File: config.mk
export PLATFORM = sky130hd
export DESIGN_NAME = out_alu_flat
export DESIGN_NICKNAME = d
export VERILOG_FILES = /design/src/rtl/out_alu_pkg.sv /design/src/rtl/out_alu_if.sv /design/src/rtl/out_alu_res_fifo.sv /design/src/rtl/out_alu.sv /design/src/flat_wrapper.sv
export SDC_FILE = /design/constraint.sdc
export NUM_CORES = 1
export LEC_CHECK = 0
export BUFFER_PORTS_ARGS = -buffer_cell sky130_fd_sc_hd__buf_2
export CORE_MARGIN = 8
export CORE_UTILIZATION = 35
export CTS_BUF_LIST = sky130_fd_sc_hd__clkbuf_16
export DETAILED_ROUTE_END_ITERATION = 12
export HOLD_SLACK_MARGIN = 0.08
export PLACE_DENSITY = 0.61
export SLEW_MARGIN = 10
export SYNTH_ARGS = -nofsm -noshare
export SYNTH_HDL_FRONTEND = slang
export SYNTH_SLANG_ARGS = --single-unit
File: constraint.sdc
create_clock -name clk -period 4.57 [get_ports clk]
set_input_delay 0.6855 -clock clk [delete_from_list [all_inputs] [get_ports clk]]
set_output_delay 0.6855 -clock clk [all_outputs]
set_load 0.01 [all_outputs]
File: src/rtl/out_alu_pkg.sv
// Shared ALU definitions: packed result layout helpers and capture FSM encoding.
package out_alu_pkg;

  typedef enum logic {
    WAIT = 1'b0,
    ACK  = 1'b1
  } capState_e;

  // Packed result word is {id, carry, sum}, sum in the low bits.
  function automatic int resSize(input int dataSize, input int idSize);
    return idSize + 1 + dataSize;
  endfunction

  function automatic int carryPos(input int dataSize);
    return dataSize;
  endfunction

  function automatic int idLsb(input int dataSize);
    return dataSize + 1;
  endfunction

endpackage

File: src/rtl/out_alu_if.sv
// Adder-side capture handshake and consumer-side drain handshake of the ALU output stage.
interface out_alu_if
  import out_alu_pkg::*;
#(
  parameter int DATA_SIZE  = 16,
  parameter int ID_SIZE    = 8,
  parameter int FIFO_DEPTH = 4
);

  localparam int RES_SIZE = resSize(DATA_SIZE, ID_SIZE);
  localparam int CNT_SIZE = $clog2(FIFO_DEPTH) + 1;

  logic                a_valid_res;
  logic [RES_SIZE-1:0] result_add;
  logic                sum_written;
  logic                ready_f_res;
  logic                res_valid;
  logic [RES_SIZE-1:0] res_data;
  logic                res_ready;
  logic [CNT_SIZE-1:0] fifo_count;

  modport slave (
    input  a_valid_res, result_add, res_ready,
    output sum_written, ready_f_res, res_valid, res_data, fifo_count
  );

  modport master (
    output a_valid_res, result_add, res_ready,
    input  sum_written, ready_f_res, res_valid, res_data, fifo_count
  );

endinterface

File: src/rtl/out_alu_res_fifo.sv
// First-word-fall-through circular FIFO with a separate occupancy counter.
// The caller guarantees no push when full and no pop when empty.
module res_fifo #(
  parameter int WIDTH = 25,
  parameter int DEPTH = 4
) (
  input  logic                     clk,
  input  logic                     rst,
  input  logic                     push,
  input  logic [WIDTH-1:0]         din,
  input  logic                     pop,
  output logic [WIDTH-1:0]         dout,
  output logic                     full,
  output logic                     empty,
  output logic [$clog2(DEPTH):0]   count
);

  localparam int PTR_W = $clog2(DEPTH);
  localparam int CNT_W = PTR_W + 1;

  logic [WIDTH-1:0] mem_q [DEPTH];
  logic [PTR_W-1:0] wrPtr_q, wrPtr_d;
  logic [PTR_W-1:0] rdPtr_q, rdPtr_d;
  logic [CNT_W-1:0] count_q, count_d;

  // Pointers wrap naturally because DEPTH is a power of two.
  always_comb begin
    wrPtr_d = wrPtr_q;
    rdPtr_d = rdPtr_q;
    count_d = count_q;
    if (push) wrPtr_d = wrPtr_q + 1'b1;
    if (pop)  rdPtr_d = rdPtr_q + 1'b1;
    if (push && !pop)      count_d = count_q + 1'b1;
    else if (pop && !push) count_d = count_q - 1'b1;
  end

  always_ff @(posedge clk or posedge rst) begin
    if (rst) begin
      wrPtr_q <= '0;
      rdPtr_q <= '0;
      count_q <= '0;
      for (int i = 0; i < DEPTH; i++) mem_q[i] <= '0;
    end else begin
      wrPtr_q <= wrPtr_d;
      rdPtr_q <= rdPtr_d;
      count_q <= count_d;
      if (push) mem_q[wrPtr_q] <= din;
    end
  end

  assign dout  = mem_q[rdPtr_q];
  assign full  = (count_q == CNT_W'(DEPTH));
  assign empty = (count_q == '0);
  assign count = count_q;

endmodule

File: src/rtl/out_alu.sv
// ALU output collection stage: captures adder results once per handshake into a
// result FIFO and drains it to the consumer over valid/ready.
module out_alu
  import out_alu_pkg::*;
#(
  parameter int DATA_SIZE  = 16,
  parameter int ID_SIZE    = 8,
  parameter int FIFO_DEPTH = 4
) (
  input  logic      clk,
  input  logic      rst,
  out_alu_if.slave  bus
);

  localparam int RES_SIZE = resSize(DATA_SIZE, ID_SIZE);

  capState_e state_q;
  logic      full;
  logic      empty;
  logic      push;
  logic      pop;

  // ACK blocks a second push of the same result while the adder still holds valid.
  assign push = (state_q == WAIT) && bus.a_valid_res && !full;
  assign pop  = !empty && bus.res_ready;

  always_ff @(posedge clk or posedge rst) begin
    if (rst) begin
      state_q <= WAIT;
    end else begin
      case (state_q)
        WAIT:    if (push) state_q <= ACK;
        ACK:     state_q <= WAIT;
        default: state_q <= WAIT;
      endcase
    end
  end

  res_fifo #(
    .WIDTH (RES_SIZE),
    .DEPTH (FIFO_DEPTH)
  ) u_fifo (
    .clk   (clk),
    .rst   (rst),
    .push  (push),
    .din   (bus.result_add),
    .pop   (pop),
    .dout  (bus.res_data),
    .full  (full),
    .empty (empty),
    .count (bus.fifo_count)
  );

  assign bus.sum_written = (state_q == ACK);
  assign bus.ready_f_res = !full;
  assign bus.res_valid   = !empty;

endmodule

File: src/flat_wrapper.sv
// flat-port wrapper written by rule: the top's interface ports become plain ports
module out_alu_flat import out_alu_pkg::*;
#(
  parameter int DATA_SIZE  = 16,
  parameter int ID_SIZE    = 8,
  parameter int FIFO_DEPTH = 4
)
  (clk, rst, bus_a_valid_res, bus_result_add, bus_res_ready, bus_sum_written, bus_ready_f_res, bus_res_valid, bus_res_data, bus_fifo_count);
  out_alu_if #(.DATA_SIZE(DATA_SIZE), .ID_SIZE(ID_SIZE), .FIFO_DEPTH(FIFO_DEPTH)) bus_i ();
  input  logic clk;
  input  logic rst;
  input wire logic [$bits(bus_i.a_valid_res)-1:0] bus_a_valid_res;
  input wire logic [$bits(bus_i.result_add)-1:0] bus_result_add;
  input wire logic [$bits(bus_i.res_ready)-1:0] bus_res_ready;
  output wire logic [$bits(bus_i.sum_written)-1:0] bus_sum_written;
  output wire logic [$bits(bus_i.ready_f_res)-1:0] bus_ready_f_res;
  output wire logic [$bits(bus_i.res_valid)-1:0] bus_res_valid;
  output wire logic [$bits(bus_i.res_data)-1:0] bus_res_data;
  output wire logic [$bits(bus_i.fifo_count)-1:0] bus_fifo_count;
  assign bus_i.a_valid_res = bus_a_valid_res;
  assign bus_i.result_add = bus_result_add;
  assign bus_i.res_ready = bus_res_ready;
  assign bus_sum_written = bus_i.sum_written;
  assign bus_ready_f_res = bus_i.ready_f_res;
  assign bus_res_valid = bus_i.res_valid;
  assign bus_res_data = bus_i.res_data;
  assign bus_fifo_count = bus_i.fifo_count;
  out_alu #(.DATA_SIZE(DATA_SIZE), .ID_SIZE(ID_SIZE), .FIFO_DEPTH(FIFO_DEPTH)) u_core (.clk(clk), .rst(rst), .bus(bus_i));
endmodule
-- After elaboration in Yosys (flattened, before gate mapping)
Index checks and enable logic that the tools add are counted.
- register bits: 108
- input bits: 29
- output and inout port bits: 31
- word-level logic and storage cells: 41
- $add $sub $neg: 4
- order comparisons: 3
- equality and inequality tests: 1
- mux-type cells: 10
- bitwise gates (word level): 3
- reductions and logical operators: 12
- operators with widths (cell ; number):
    100-bit bitwise mux ; 1
    25-bit two-way mux ; 3
    25-bit binary-select mux with 2-bit select ; 1
    25-bit demux with 2-bit select ; 1
    3-bit greater-or-equal comparator (second input constant) ; 2
    1-bit logical AND ; 6
    3-bit two-way mux ; 2
    2-bit NOT with 3-bit output ; 2
    2-bit by 1-bit adder with 2-bit output (second input constant) ; 2
    1-bit zero test ; 4
    3-bit by 1-bit adder with 3-bit output (second input constant) ; 1
    3-bit equality test (second input constant) ; 1
    3-bit zero test ; 1
    3-bit by 1-bit less-than comparator with 1-bit output (second input constant) ; 1
    3-bit by 1-bit subtractor with 3-bit output (second input constant) ; 1
    1-bit one-hot mux with 2 select lines ; 1
    2-bit nonzero test ; 1
    1-bit two-way mux ; 1
    1-bit NOT ; 1

-- Logic depth before layout (Yosys ltp)
Gate-level depths: netlist (run 1).
- depth in word-level cells: 7
- depth in mapped cells: 9
- depth with buffers taken out: 8

-- Modules after synthesis
Synthesis (run 1) repeated with hierarchy kept, for this count alone.
- cells, all modules: 282
- area total of the unflattened synthesis: 5078.6 µm²
- modules (own cells, without submodules) (module ; times used ; cells each ; area an instance (µm²) ; sequential area each (µm²)):
    res_fifo ; 1 ; 275 ; 5021.1 ; 2677.6
    out_alu ; 1 ; 7 ; 57.6 ; 25.0

-- Worst setup path before layout (run 1)
OpenSTA, ideal clock, no wires.
- path type: input to register
- start point: input bus_a_valid_res
- end point: register u_core.u_fifo.count_q[2], in the netlist u_core.u_fifo.count[2]
- library setup time: 0.079 ns
- arrival time: 2.131 ns
- data required time: 4.491 ns
- path slack: 2.360 ns
- stages: 8
- path buffers: 0
- cell sequence: nor2b_1 and2_0 ha_1 inv_1 fa_1 xor2_1 nor2_1 xor2_1
- word-level cells in the longest chain between the ends: 5
- elaborated cells on any way between the ends: 7
- classes of those cells: 1 x mux; 6 x reduce/logical
- ends and longest elaborated chain (what ; line ; RTL):
    from (decl) ; flat_wrapper.sv:12 ; input wire logic [$bits(bus_i.a_valid_res)-1:0] bus_a_valid_res;
    1-bit logical AND * (2 in series) ; out_alu.sv:24 ; assign push = (state_q == WAIT) && bus.a_valid_res && !full;
    net u_core.push ; out_alu.sv:20 ; logic push;
    1-bit zero test ; out_alu_res_fifo.sv:34 ; else if (pop && !push) count_d = count_q - 1'b1;
    1-bit logical AND ; out_alu_res_fifo.sv:34 ;
    2-bit nonzero test (no source line) ; - ;
    to (signal assigned) ; out_alu_res_fifo.sv:46 ; count_q <= count_d;
    to (decl) ; out_alu_res_fifo.sv:24 ; logic [CNT_W-1:0] count_q, count_d;
The timed path passes the listed nets; every way through them passes the cells marked *.
A chain may end at the register's enable or synchronous reset.

-- Worst setup path after layout (run 1)
- start point: register u_core.u_fifo.rdPtr_q[0]
- end point: output bus_res_data[10]
- word-level cells in the longest chain between the ends: 4
- ends and longest elaborated chain (what ; line ; RTL):
    from (decl) ; out_alu_res_fifo.sv:23 ; logic [PTR_W-1:0] rdPtr_q, rdPtr_d;
    from (signal assigned) ; out_alu_res_fifo.sv:45 ; rdPtr_q <= rdPtr_d;
    2-bit NOT with 3-bit output (not written as such) ; out_alu_res_fifo.sv:51 ; assign dout = mem_q[rdPtr_q];
    25-bit binary-select mux with 2-bit select ; out_alu_res_fifo.sv:51 ;
    25-bit two-way mux (not written as such) (2 in series) ; out_alu_res_fifo.sv:51 ;
    to (decl) ; flat_wrapper.sv:18 ; output wire logic [$bits(bus_i.res_data)-1:0] bus_res_data;
Every way passes these cells. The select of a mux whose other input is x is not followed.

==> results of run 1 <==
worst max-delay path: cells and delay by family (launching register included):
family | cells | cell delay [ns]
mux | 1 | 0.63
buf+inv | 1 | 0.16
flops | 1 | 1.00
sequential cells by signal, summed over array words and instances (netlist names):
register / count
u_core.u_fifo.count: 3
u_core.u_fifo.wrPtr_q: 2
u_core.bus.sum_written: 1
u_core.u_fifo.mem_q: 100
u_core.u_fifo.rdPtr_q: 2
through the flow:
step | total power [mW] | area [um2] | util, %
floorplan | 3.298 | 5172 | -
global placement | 3.743 | 5485 | 37.88
detailed placement | 3.800 | 5485 | 37.88
CTS | 4.525 | 5747 | 39.69
global route | 4.742 | 5747 | 39.69
finish | 4.450 | 5747 | 39.69
synth_stat cells:
master	number	area, um2
fa_1	1	20.02
nand3_1	1	5.000
nand2_1	1	3.750
mux4_2	25	563.0
and3_1	4	25.02
or3_1	1	6.260
clkbuf_1	2	7.510
buf_2	4	20.02
nor2b_1	1	6.260
buf_1	1	3.750
inv_1	4	15.01
ha_1	5	62.56
mux2_4	80	1201
buf_12	8	160.2
or3b_1	1	8.760
mux2_2	22	247.7
and2_1	1	6.260
nor2_1	1	3.750
xnor2_1	4	35.03
and2_0	1	6.260
xor2_1	2	17.52
buf_6	4	45.04
dfrtp_1	108	2703
cell type report:
class,instances,area (um2)
clock buffers,9,225.2
clock inverters,7,36.28
fillers,1339,8732
inverters,4,17.52
multi-input cells,151,2223
flip-flops and latches,108,2704
well taps,184,230.2
repair buffers,61,310.3
kinds of logic (layout without fill, tap and decap cells):
family,Yosys count,in the layout,share of synthesized area (%)
mux,127,127,38.90
fa+ha+maj,6,6,1.597
xor+xnor,6,6,1.016
buf+inv,23,81,4.862
simple gates,12,12,1.379
flops,108,108,52.25
metal layers:
| layer | up-vias | GRT usage (%) |
|---|---|---|
| met2 | 53 | 17.86 |
| met4 | 2 | 3.259 |
| met1 | 1401 | 16.02 |
| li1 | 1127 | - |
| met3 | 11 | 3.902 |
| met5 | - | 0 |
path summary, 6_finish.rpt:
path	startpoint	endpoint	slack [ns]	cells after the start
min in group asynchronous	rst	u_core.u_fifo.mem_q[76]$_DFFE_PP0P_	0.61	2
hold / removal	u_core.u_fifo.mem_q[47]$_DFFE_PP0P_	u_core.u_fifo.mem_q[47]$_DFFE_PP0P_	0.50	1
setup reg to reg	u_core.u_fifo.count[0]$_DFFE_PP0P_	u_core.u_fifo.count[1]$_DFFE_PP0P_	2.33	6
setup / recovery	u_core.u_fifo.rdPtr_q[0]$_DFFE_PP0P_	bus_res_data[10]	1.74	2
hold reg to reg	u_core.u_fifo.mem_q[47]$_DFFE_PP0P_	u_core.u_fifo.mem_q[47]$_DFFE_PP0P_	0.50	1
max in group asynchronous	rst	u_core.u_fifo.mem_q[61]$_DFFE_PP0P_	2.97	3
report_power, final:
part / internal [mW] / total, mW / switching (mW)
Combinational: 1.25 / 1.93 / 0.682
Sequential: 1.45 / 1.82 / 0.373
Clock: 0.362 / 0.698 / 0.336
Total: 3.06 / 4.45 / 1.39
==> flow_metrics.py, run 1 <==
metrics = {
    "status": {
        "status": "finished, final reports clean",
    },
    "timing": {
        "setup_tns_ns": 0,
        "period_share_pct": 61.92,
        "setup_ws_ns": 1.740,
        "relSlewSlack_pct": 28.56,
        "worst_pin_slew_ns": 1.072,
        "clock_skew_ns": 0.007790,
        "finalSetupViolations": 0,
        "timing.hold.ws_ns": 0.5024,
        "maxSlewViolCount": 0,
        "fmax_ghz": 0.3534,
        "rsz0062_at_grt": "false",
        "period_needed_ns": 2.830,
        "finalHoldViolCount": 0,
    },
    "grt": {
        "grt_pass1_vias": 2934,
        "grt_max_degree": 85,
        "antenna_found_initial": 1,
        "grt_pass1_wl_um": 17120,
        "track_usage_pct": 11.87,
        "grt.overflow.total": 0,
    },
    "die": {
        "core_area_um2": 14480,
        "die_w_um": 137.6,
        "die_area_um2": 18920,
        "die_h_um": 137.6,
        "start_util_pct": 35.72,
        "row_count": 44,
        "ioPinCount": 60,
    },
    "clock_network": {
        "post-cts-setup-buffers": 0,
        "cts_resized": 0,
        "clock-root-buffer": "clkbuf_16",
        "clk_path_buf_depth": 2,
        "htree_levels": 3,
        "path_clk_slew_ns": 0.07,
        "cts_buffers": 9,
        "cts_num_sinks": 108,
        "hold_buffers": 0,
        "clock_latency_ns": 0.34,
        "cts_tree": "built",
    },
    "place": {
        "dpl_worst_slack_ns": 2.047,
        "port_buffers": 59,
        "placed_cells": 508,
        "dp_hpwl_um": 6553,
        "gp_congestion": 0.7000,
    },
    "hold_path": {
        "hp-class": "register to register",
    },
    "critical_path": {
        "crit_type": "register to output port",
        "end_kind": "output port",
        "path_max_fanout": 27,
        "path_cells": "mux4_2 -> buf_2",
        "cpPeakStageDelay_ns": 1.00,
        "cp.required_ns": 3.88,
        "cpMaxStageDelayCell": "dfrtp_2",
        "worst_ep_arrival_time_ns": 2.14,
        "critPathLaunchType": "register",
    },
    "pwr": {
        "leakagePower_nw": 2.584,
        "p_per_area_nw_per_um2": 774.4,
        "vdd_drop_max_mv": 0.3672,
    },
    "route": {
        "wl_met1_um": 4856,
        "ant_nets": 0,
        "wl_per_cell_um": 20.10,
        "wl_um": 10530,
        "vias": 2594,
        "drcViolationCount": 0,
        "dr_wl_met3_um": 677,
        "drtPass1Iterations": 4,
        "dr.first_iter.drc_count": 146,
        "top_layer_used": "met5",
        "routed_via_density": 4.950,
        "route.met2.wl_um": 4887,
    },
    "flow_run": {
        "cap_violations": 0,
    },
    "cells_and_area": {
        "drive_above_1_share_pct": 60.88,
        "mostFrequentLayoutCell": "dfrtp_1",
        "areaGrowthSynthToFinish_pct": 11.10,
        "n_antenna_cell": 0,
        "fin_nets": 370,
        "instances_no_fill": 524,
        "layout_common_cells": "dfrtp_1, mux2_4, buf_2, mux4_2, mux2_2",
    },
    "yosys": {
        "syn_inst": 282,
        "ys_seq_elements": 108,
        "syn-num-nets": 317,
        "yosys_warnings": 0,
        "yosysSeqAreaShare_pct": 52.25,
        "syn_area_um2": 5172,
        "ys_types": 23,
        "synth_area_per_cell_um2": 18.34,
    },
}
No activity file was read; power rests on OpenSTA's default activity.
==> run 2, diff against run 1 <==
--- a/config.mk
+++ b/config.mk
@@ -11,7 +11,7 @@
 export CTS_BUF_LIST = sky130_fd_sc_hd__clkbuf_16
 export DETAILED_ROUTE_END_ITERATION = 12
 export HOLD_SLACK_MARGIN = 0.08
-export PLACE_DENSITY = 0.61
+export PLACE_DENSITY = 0.63
 export SLEW_MARGIN = 10
 export SYNTH_ARGS = -nofsm -noshare
 export SYNTH_HDL_FRONTEND = slang
==> constraint.sdc (replaced) <==
create_clock -name clk -period 2.4 [get_ports clk]
set_input_delay 0.36 -clock clk [delete_from_list [all_inputs] [get_ports clk]]
set_output_delay 0.36 -clock clk [all_outputs]
set_load 0.01 [all_outputs]
==> run 2 against run 1 <==
Compared with the run above: clock skew down 0.0026 ns; combinational power grew 100%; core utilization rose by 0.49 points; register-to-register slack got worse by 2.2 ns; clock power grew 100%; critical path type is now register to register.
==> flow_metrics.py, run 2 (synthesized netlist as in run 1, its figures left out) <==
metrics = {
    "die": {
        "start_util_pct": 35.72,
        "ioPinCount": 60,
        "die_area_um2": 18920,
        "row_count": 44,
        "die_h_um": 137.6,
        "core_area_um2": 14480,
        "die_w_um": 137.6,
    },
    "clock_network": {
        "clock_latency_ns": 0.35,
        "htree_levels": 3,
        "clock-root-buffer": "clkbuf_16",
        "path_clk_slew_ns": 0.07,
        "cts_resized": 0,
        "cts_tree": "built",
        "cts_buffers": 9,
        "cts_num_sinks": 108,
        "clk_path_buf_depth": 2,
    },
    "place": {
        "port_buffers": 59,
        "gp_congestion": 0.7052,
        "dp_hpwl_um": 6445,
    },
    "flow_run": {
        "cap_violations": 0,
    },
    "status": {
        "status": "finished, final reports clean",
    },
    "pwr": {
        "p_per_area_nw_per_um2": 1474,
        "vdd_drop_max_mv": 0.5884,
        "power.total_mw": 8.574,
        "leakagePower_nw": 2.616,
    },
    "route": {
        "dr.first_iter.drc_count": 86,
        "drtPass1Iterations": 4,
        "wl_um": 10210,
        "routed_via_density": 4.818,
        "vias": 2539,
        "ant_nets": 0,
        "drcViolationCount": 0,
        "wl_per_cell_um": 19.37,
    },
    "timing": {
        "period_needed_ns": 2.274,
        "maxSlewViolCount": 0,
        "clock_skew_ns": 0.005196,
        "fmax_ghz": 0.4398,
        "finalSetupViolations": 0,
        "period_share_pct": 94.74,
        "rsz0062_at_grt": "false",
        "setup_tns_ns": 0,
        "finalHoldViolCount": 0,
        "relSlewSlack_pct": 35.65,
        "worst_pin_slew_ns": 0.9652,
    },
    "critical_path": {
        "critical_path.startpoint": "u_core.u_fifo.count[0]$_DFFE_PP0P_",
        "crit_type": "register to register",
        "rr_worst_depth": 6,
        "regToRegStartpoint": "u_core.u_fifo.count[0]$_DFFE_PP0P_",
        "end_kind": "register",
        "path_max_fanout": 7,
        "reg2reg_to": "u_core.u_fifo.count[1]$_DFFE_PP0P_",
        "worst_ep_arrival_time_ns": 2.51,
        "crit_path_end": "u_core.u_fifo.count[1]$_DFFE_PP0P_",
        "cp.required_ns": 2.63,
        "critPathLaunchType": "register",
        "r2r_slack_ns": 0.13,
    },
    "cells_and_area": {
        "fin_nets": 374,
        "n_antenna_cell": 0,
        "drive_above_1_share_pct": 60.35,
        "layout_common_cells": "dfrtp_1, mux2_4, buf_2, mux4_2, mux2_2",
        "largest_register_ffs": 100,
        "mostFrequentLayoutCell": "dfrtp_1",
        "top_register": "u_core.u_fifo.mem_q",
        "areaGrowthSynthToFinish_pct": 12.48,
        "n_fill_cell": 1323,
    },
    "hold_path": {
        "hp-start": "bus_result_add[24]",
        "hp-class": "input pin to register",
    },
    "grt": {
        "grt_max_degree": 47,
        "track_usage_pct": 11.79,
        "grt_pass1_vias": 2938,
        "grt.overflow.total": 0,
        "grt_pass1_wl_um": 16780,
        "antenna_found_initial": 0,
    },
}
-- run 2: cell types whose count changed in the layout (fill, tap and decap cells not counted), sizes merged --
cell / before / now
bufinv: 0 / 1
buf: 61 / 64
clkinvlp: 2 / 1
dlygate4sd3: 0 / 1
inv: 6 / 5
-- run 2: worst max-delay path: stages (launching register included) --
cell	delay [ns]
dfrtp_1	0.43
or3b_1	0.48
and2_0	0.24
ha_1	0.24
inv_1	0.08
fa_1	0.41
mux2_2	0.28
-- run 2: how the worst min path moves through the flow --
stage / cells after the start / end / slack (ns)
5_1_grt: 2 / u_core.u_fifo.mem_q[77]$_DFFE_PP0P_ / 0.27
3_5_place_dp: 2 / u_core.u_fifo.count[0]$_DFFE_PP0P_ / 0.45
2_1_floorplan: 1 / u_core.u_fifo.mem_q[45]$_DFFE_PP0P_ / 0.48
4_1_cts: 2 / u_core.u_fifo.mem_q[99]$_DFFE_PP0P_ / 0.26
3_3_place_gp: 2 / u_core.u_fifo.count[2]$_DFFE_PP0P_ / 0.45
6_report: 2 / u_core.u_fifo.mem_q[99]$_DFFE_PP0P_ / 0.28
-- run 2: timing repair --
| action | CTS | global route |
|---|---|---|
| buffers inserted | 0 | 0 |
| hold buffers | 1 | 0 |
| endpoints found under the hold margin | 21 | 0 |
-- run 2: layout make-up --
| cell class | count | area (um2) | share of cell area (%) |
|---|---|---|---|
| Sequential cell | 108 | 2704 | 46.47 |
| Multi-Input combinational cell | 151 | 2223 | 38.22 |
| Timing Repair Buffer | 65 | 367.9 | 6.323 |
| Tap cell | 184 | 230.2 | 3.957 |
| Clock buffer | 9 | 225.2 | 3.871 |
| Clock inverter | 6 | 48.80 | 0.8387 |
| Inverter | 4 | 18.77 | 0.3226 |
-- run 2: stage by stage --
step	cells	setup slack (ns)	hold WS, ns	utilization [%]	instance area (um2)
after CTS	527	0.1360	0.2625	40.18	5818
after detailed placement	511	0.1423	0.4527	38.22	5534
after floorplan	282	0.1966	0.4751	-	5176
final	527	0.1263	0.2838	40.18	5818
after global placement	511	0.2437	0.4472	38.22	5534
after global routing	527	0.03222	0.2729	40.18	5818
-- run 2: report_power, final --
group / internal, mW / switching (mW)
combinational: 2.41 / 1.47
sequential: 2.76 / 0.522
clock: 0.785 / 0.625
-- run 2: metal layers --
metal	wire length (um)	vias to the layer above	GRT usage, %
met5	0	-	0
met4	127	0	3.621
met2	4772	51	18.10
met1	4741	1347	15.30
met3	568	9	4.158
li1	-	1132	-
